==> src/rtl/axi_eth_rxs.sv <==
// axi_eth_rxs: receive-side stream splitter for an AXI Ethernet S2MM path.
// Frame data passes straight through to the S2MM data stream. Each completed
// frame's byte count is queued in a small length FIFO. A status FSM then emits
// one six-word status packet per frame on the S2MM status stream.
// Optional feature macro: AXI_ETH_RXS_FRAME_CNT_EN. When it is defined, each
// status packet also carries a 16-bit frame number in APP3.
module axi_eth_rxs #(
    parameter int unsigned C_LEN_FIFO_DEPTH = 4
) (
    input  logic        s2mm_clk,
    input  logic        rx_reset,

    input  logic [63:0] mac_tdata,
    input  logic [7:0]  mac_tkeep,
    input  logic        mac_tlast,
    input  logic        mac_tvalid,
    output logic        mac_tready,

    output logic [63:0] rxd_tdata,
    output logic [7:0]  rxd_tkeep,
    output logic        rxd_tlast,
    output logic        rxd_tvalid,
    input  logic        rxd_tready,

    output logic [31:0] rxs_tdata,
    output logic [3:0]  rxs_tkeep,
    output logic        rxs_tlast,
    output logic        rxs_tvalid,
    input  logic        rxs_tready
);

    localparam int unsigned PTR_W = (C_LEN_FIFO_DEPTH > 1) ? $clog2(C_LEN_FIFO_DEPTH) : 1;
    localparam int unsigned CNT_W = PTR_W + 1;
`ifdef AXI_ETH_RXS_FRAME_CNT_EN
    localparam int unsigned ENTRY_W = 32;
`else
    localparam int unsigned ENTRY_W = 16;
`endif

    localparam logic S_IDLE = 1'b0;
    localparam logic S_SEND = 1'b1;

    logic [15:0]        acc_q;
    logic [3:0]         keep_cnt;
    logic [16:0]        len_sum;
    logic [15:0]        len_sat;
    logic               beat_acc;
    logic               push;
    logic               pop;
    logic               len_full;
    logic               fifo_empty;

    logic [ENTRY_W-1:0] mem_q [C_LEN_FIFO_DEPTH];
    logic [ENTRY_W-1:0] wr_entry;
    logic [ENTRY_W-1:0] rd_entry;
    logic [PTR_W-1:0]   wr_ptr_q;
    logic [PTR_W-1:0]   rd_ptr_q;
    logic [CNT_W-1:0]   count_q;

    logic               state_q;
    logic [2:0]         idx_q;
    logic [15:0]        len_q;
    logic [31:0]        app3;

`ifdef AXI_ETH_RXS_FRAME_CNT_EN
    logic [15:0]        frame_q;
    logic [15:0]        fno_q;
`endif

    // Data path: zero-latency pass-through, blocked only by a full length FIFO.
    // len_full comes from registered occupancy, so a same-cycle pop does not
    // unblock the beat.
    assign len_full   = (count_q == CNT_W'(C_LEN_FIFO_DEPTH));
    assign fifo_empty = (count_q == '0);

    assign rxd_tdata  = mac_tdata;
    assign rxd_tkeep  = mac_tkeep;
    assign rxd_tlast  = mac_tlast;
    assign rxd_tvalid = mac_tvalid & ~len_full;
    assign mac_tready = rxd_tready & ~len_full;

    assign beat_acc = mac_tvalid & mac_tready;
    assign push     = beat_acc & mac_tlast;
    assign pop      = (state_q == S_IDLE) & ~fifo_empty;

    // Count every set keep bit; sparse keeps are counted as-is.
    always_comb begin
        keep_cnt = '0;
        for (int i = 0; i < 8; i++) begin
            keep_cnt = keep_cnt + {3'b000, mac_tkeep[i]};
        end
    end

    // The running total saturates at 0xFFFF instead of wrapping.
    assign len_sum = {1'b0, acc_q} + {13'd0, keep_cnt};
    assign len_sat = len_sum[16] ? 16'hFFFF : len_sum[15:0];

    // Length accumulator: add on each accepted beat; clear on the frame's last beat.
    always_ff @(posedge s2mm_clk) begin
        if (rx_reset) begin
            acc_q <= '0;
        end else if (beat_acc) begin
            acc_q <= mac_tlast ? 16'h0000 : len_sat;
        end
    end

`ifdef AXI_ETH_RXS_FRAME_CNT_EN
    assign wr_entry = {frame_q, len_sat};

    // Frame counter: advance and wrap on every length push.
    always_ff @(posedge s2mm_clk) begin
        if (rx_reset) begin
            frame_q <= '0;
        end else if (push) begin
            frame_q <= frame_q + 16'd1;
        end
    end
`else
    assign wr_entry = len_sat;
`endif

    assign rd_entry = mem_q[rd_ptr_q];

    // FIFO storage: contents need no reset because occupancy gates every read.
    always_ff @(posedge s2mm_clk) begin
        if (push) begin
            mem_q[wr_ptr_q] <= wr_entry;
        end
    end

    // FIFO pointers and occupancy. A simultaneous push and pop leaves the count unchanged.
    always_ff @(posedge s2mm_clk) begin
        if (rx_reset) begin
            wr_ptr_q <= '0;
            rd_ptr_q <= '0;
            count_q  <= '0;
        end else begin
            if (push) begin
                wr_ptr_q <= wr_ptr_q + PTR_W'(1);
            end
            if (pop) begin
                rd_ptr_q <= rd_ptr_q + PTR_W'(1);
            end
            case ({push, pop})
                2'b10:   count_q <= count_q + CNT_W'(1);
                2'b01:   count_q <= count_q - CNT_W'(1);
                default: count_q <= count_q;
            endcase
        end
    end

    // Status FSM: pop one length entry in S_IDLE, then walk six status words in S_SEND.
    always_ff @(posedge s2mm_clk) begin
        if (rx_reset) begin
            state_q <= S_IDLE;
            idx_q   <= '0;
            len_q   <= '0;
`ifdef AXI_ETH_RXS_FRAME_CNT_EN
            fno_q   <= '0;
`endif
        end else begin
            case (state_q)
                S_IDLE: begin
                    if (pop) begin
                        len_q   <= rd_entry[15:0];
`ifdef AXI_ETH_RXS_FRAME_CNT_EN
                        fno_q   <= rd_entry[31:16];
`endif
                        idx_q   <= '0;
                        state_q <= S_SEND;
                    end
                end
                default: begin
                    if (rxs_tready) begin
                        if (idx_q == 3'd5) begin
                            idx_q   <= '0;
                            state_q <= S_IDLE;
                        end else begin
                            idx_q <= idx_q + 3'd1;
                        end
                    end
                end
            endcase
        end
    end

`ifdef AXI_ETH_RXS_FRAME_CNT_EN
    assign app3 = {16'h0000, fno_q};
`else
    assign app3 = 32'h0000_0000;
`endif

    // Status word select. Words depend only on registered state, so they hold while stalled.
    always_comb begin
        rxs_tvalid = (state_q == S_SEND);
        rxs_tkeep  = rxs_tvalid ? 4'hF : 4'h0;
        rxs_tlast  = rxs_tvalid & (idx_q == 3'd5);
        rxs_tdata  = 32'h0000_0000;
        if (rxs_tvalid) begin
            case (idx_q)
                3'd0:    rxs_tdata = 32'h5000_0000;
                3'd4:    rxs_tdata = app3;
                3'd5:    rxs_tdata = {16'h0000, len_q};
                default: rxs_tdata = 32'h0000_0000;
            endcase
        end
    end

endmodule

==> config.mk <==
export PLATFORM = sky130hd
export DESIGN_NAME = axi_eth_rxs
export DESIGN_NICKNAME = d
export VERILOG_FILES = /design/src/rtl/axi_eth_rxs.sv
export SDC_FILE = /design/constraint.sdc
export NUM_CORES = 1
export LEC_CHECK = 0
export CORE_MARGIN = 8
export CORE_UTILIZATION = 42
export DETAILED_ROUTE_END_ITERATION = 8
export GPL_TIMING_DRIVEN = 0
export PLACE_DENSITY = 0.84
export SYNTH_ARGS = -nofsm -noshare
export SYNTH_HDL_FRONTEND = slang
export SYNTH_SLANG_ARGS = --single-unit
==> constraint.sdc <==
create_clock -name s2mm_clk -period 4.1 [get_ports s2mm_clk]
set_clock_uncertainty 0.05 [all_clocks]
set_input_delay 0.82 -clock s2mm_clk [delete_from_list [all_inputs] [get_ports s2mm_clk]]
set_output_delay 0.82 -clock s2mm_clk [all_outputs]
set_load 0.005 [all_outputs]
==> results.py <==
metrics = {
    "floorplan": {
        "ioPinCount": 191,
        "die_h_um": 131,
        "initial_utilization_pct": 42.6,
        "rows": 42,
        "die_w_um": 131,
        "core_um2": 13100,
        "die_area_um2": 17200,
    },
    "yosys": {
        "synth_top_flop_cell": "edfxtp_1",
        "syn_inst": 491,
        "synth_top_area_cell": "edfxtp_1",
        "synth_seq_cells": 107,
        "ys_types": 56,
        "syn_area_um2": 5570,
        "synth.avg_cell_area_um2": 11.3,
        "synthTopCellsByArea": "edfxtp_1 (35%), dfxtp_1 (15%), buf_4 (13%)",
        "synthTopCellsByCount": "buf_4 (96), edfxtp_1 (64), nand2_1 (47)",
        "synth_edf_count": 64,
        "ys_seq_area_share_pct": 50.0,
        "netlist.area_leader.share_pct": 34.5,
        "postSynth.asyncResetShare_pct": 0,
        "synth_most_common_cell": "buf_4",
        "synth_warnings": 0,
    },
    "grt": {
        "antenna_found_initial": 0,
        "grt_max_degree": 18,
        "grt_pass1_wl_um": 22400,
        "gr-usage-all-layers_pct": 16.0,
        "grt-ovfl-total": 0,
        "grt_pass1_vias": 4121,
    },
    "setup_path": {
        "crit_path_cell_trace": "dlygate4sd2_1, fa_1, inv_1, fa_1, fa_1, fa_2, nand2b_1, a21oi_4, o211ai_1, buf_4, a21o_1, a22o_1",
        "cp.buffers_inverters": 3,
        "cp_slowest_cell": "fa_1",
        "crit_required_ns": 4.29,
        "crit_fanout": 8,
        "crit_path_end_kind": "register",
        "cp.depth": 12,
        "cp_slowest_stage_delay_ns": 0.50,
        "cp.arrival_ns": 4.16,
        "start_kind": "input pin",
        "cpMostUsedCell": "fa_1",
        "r2r_cells": 10,
        "critical_path_class": "in2reg",
        "critPathTopFamily": "adder cells",
    },
    "worst_hold_path": {
        "hold_path_depth": 2,
        "hold_path_class": "reg2reg",
    },
    "clock_tree": {
        "cts_buffers": 9,
        "hold_buffers": 0,
        "clockRootBuffer": "clkbuf_16",
        "cts.path.max_buffers": 2,
        "cts_sinks": 107,
        "cts_tree": "yes",
        "insertion_delay_ns": 0.35,
        "h-tree-depth": 3,
        "clk_pin_slew_ns": 0.07,
    },
    "timing": {
        "slew-limit-headroom_pct": 41.1,
        "hold_viol": 0,
        "fmax_mhz": 252,
        "setup_viol": 0,
        "final_max_slew_viol_count": 0,
        "min_period_ns": 3.97,
        "post-route-period-util_pct": 96.9,
        "tightest_slew_ns": 0.884,
    },
    "placed_design": {
        "hpwlAfterDp_um": 10700,
        "gp_congestion": 0.833,
        "io_buffers": 112,
    },
    "run_status": {
        "status": "complete, no violations",
    },
    "routing": {
        "drt_iter0_drc": 302,
        "drc": 0,
        "via_per_inst": 5.01,
        "wl_per_cell_um": 17.3,
        "routed_wl_um": 14100,
        "dr.pass1.iters": 5,
        "vias": 4088,
        "final_antenna_net_count": 0,
    },
    "layout": {
        "num_antenna_cells": 0,
        "nets": 730,
        "drive_above_1_share_pct": 27.0,
        "utilization_pct": 56.7,
        "area_growth_pct": 33.1,
    },
    "pwr": {
        "power_mw": 3.06,
        "p_leak_nw": 2.90,
        "cellPowerDensity_nw_per_um2": 413,
        "ir_drop_v": 0.000242,
    },
    "job": {
        "maxCapViolCount": 0,
    },
}
state kept, by name (all words and copies together) (netlist names):
register,cells
mem_q,64
acc_q,16
len_q,16
count_q,3
idx_q,3
rd_ptr_q,2
wr_ptr_q,2
rxs_tvalid,1
what timing repair did:
action,in CTS,in global routing
pin swaps,7,8
endpoints found under the setup margin,78,53
buffers inserted,4,4
resized for setup,21,12
worst reg2reg max path, delay by kind of cell (launching register included):
kind	cells	cell delay [ns]
AO/OA/AOI/OAI	4	0.86
buffers and inverters	2	0.25
AND/OR/NAND/NOR	1	0.22
flip-flops	1	0.34
adder cells (fa/ha/maj)	3	1.32
routing by layer:
| layer | GRT usage (%) | part of all wire, % | vias up |
|---|---|---|---|
| met4 | 4.00 | 1.2 | 0 |
| met5 | 0 | 0 | - |
| met2 | 28.9 | 52 | 220 |
| li1 | - | - | 1911 |
| met3 | 4.73 | 8.2 | 18 |
| met1 | 18.0 | 38 | 1939 |
cells by family (layout without fill, tap and decap cells):
group           Yosys count  count (layout)  synth area share (%)
mux                      19              19                  7.03
xor+xnor                  9               9                  1.41
simple gates            139             139                  13.6
other cells               1              14                0.0673
fa+ha+maj                17              17                  4.63
flops                   107             107                  50.0
compound gates           69              69                  7.68
buf+inv                 130             266                  15.6
metrics by stage:
step,TNS (ns),instance area (um2),setup slack [ns],instances,hold slack (ns)
2_1_floorplan,-0.0670,5620,-0.0168,504,0.382
3_3_place_gp,-43.70,6970,-0.748,792,0.388
3_5_place_dp,-47.48,6970,-0.838,792,0.393
4_1_cts,0,7340,0.0206,812,0.402
5_1_grt,-0.00154,7410,-0.00154,816,0.421
6_report,0,7410,0.129,816,0.402
final cells by class:
cell class	instances	area [um2]
Buffer	111	800
Clock buffer	13	260
Clock inverter	3	23.8
Fill cell	1016	5670
Inverter	19	71.3
Multi-Input combinational cell	267	2080
Sequential cell	107	2780
Tap cell	176	220
Timing Repair Buffer	120	1180
where the power goes:
group	leakage, nW	switching, mW	internal [mW]
sequential	0.924	0.0596	1.27
clock	0.132	0.377	0.447
combinational	1.85	0.448	0.464
path summary, 6_finish.rpt:
check	startpoint	endpoint	slack [ns]
max	mac_tkeep[3]	acc_q[11]$_SDFFE_PP0P_	0.13
min	len_q[0]$_SDFFE_PP0P_	len_q[0]$_SDFFE_PP0P_	0.40
max reg2reg	acc_q[0]$_SDFFE_PP0P_	acc_q[11]$_SDFFE_PP0P_	0.96
min reg2reg	len_q[0]$_SDFFE_PP0P_	len_q[0]$_SDFFE_PP0P_	0.40
cell usage in the layout, fill, tap and decap left out, types with 6 or more instances in the layout:
cell type,instances
a21oi_1,30
and2_1,19
and3_1,13
buf_4,103
clkbuf_1,7
clkbuf_16,9
clkdlybuf4s50_1,109
conb_1,14
dfxtp_1,43
edfxtp_1,64
ha_1,11
inv_1,18
mux4_2,16
nand2_1,45
nand3_1,6
nor2_1,15
nor3_1,8
o21ai_0,7
No activity file was read; power rests on OpenSTA's default activity.
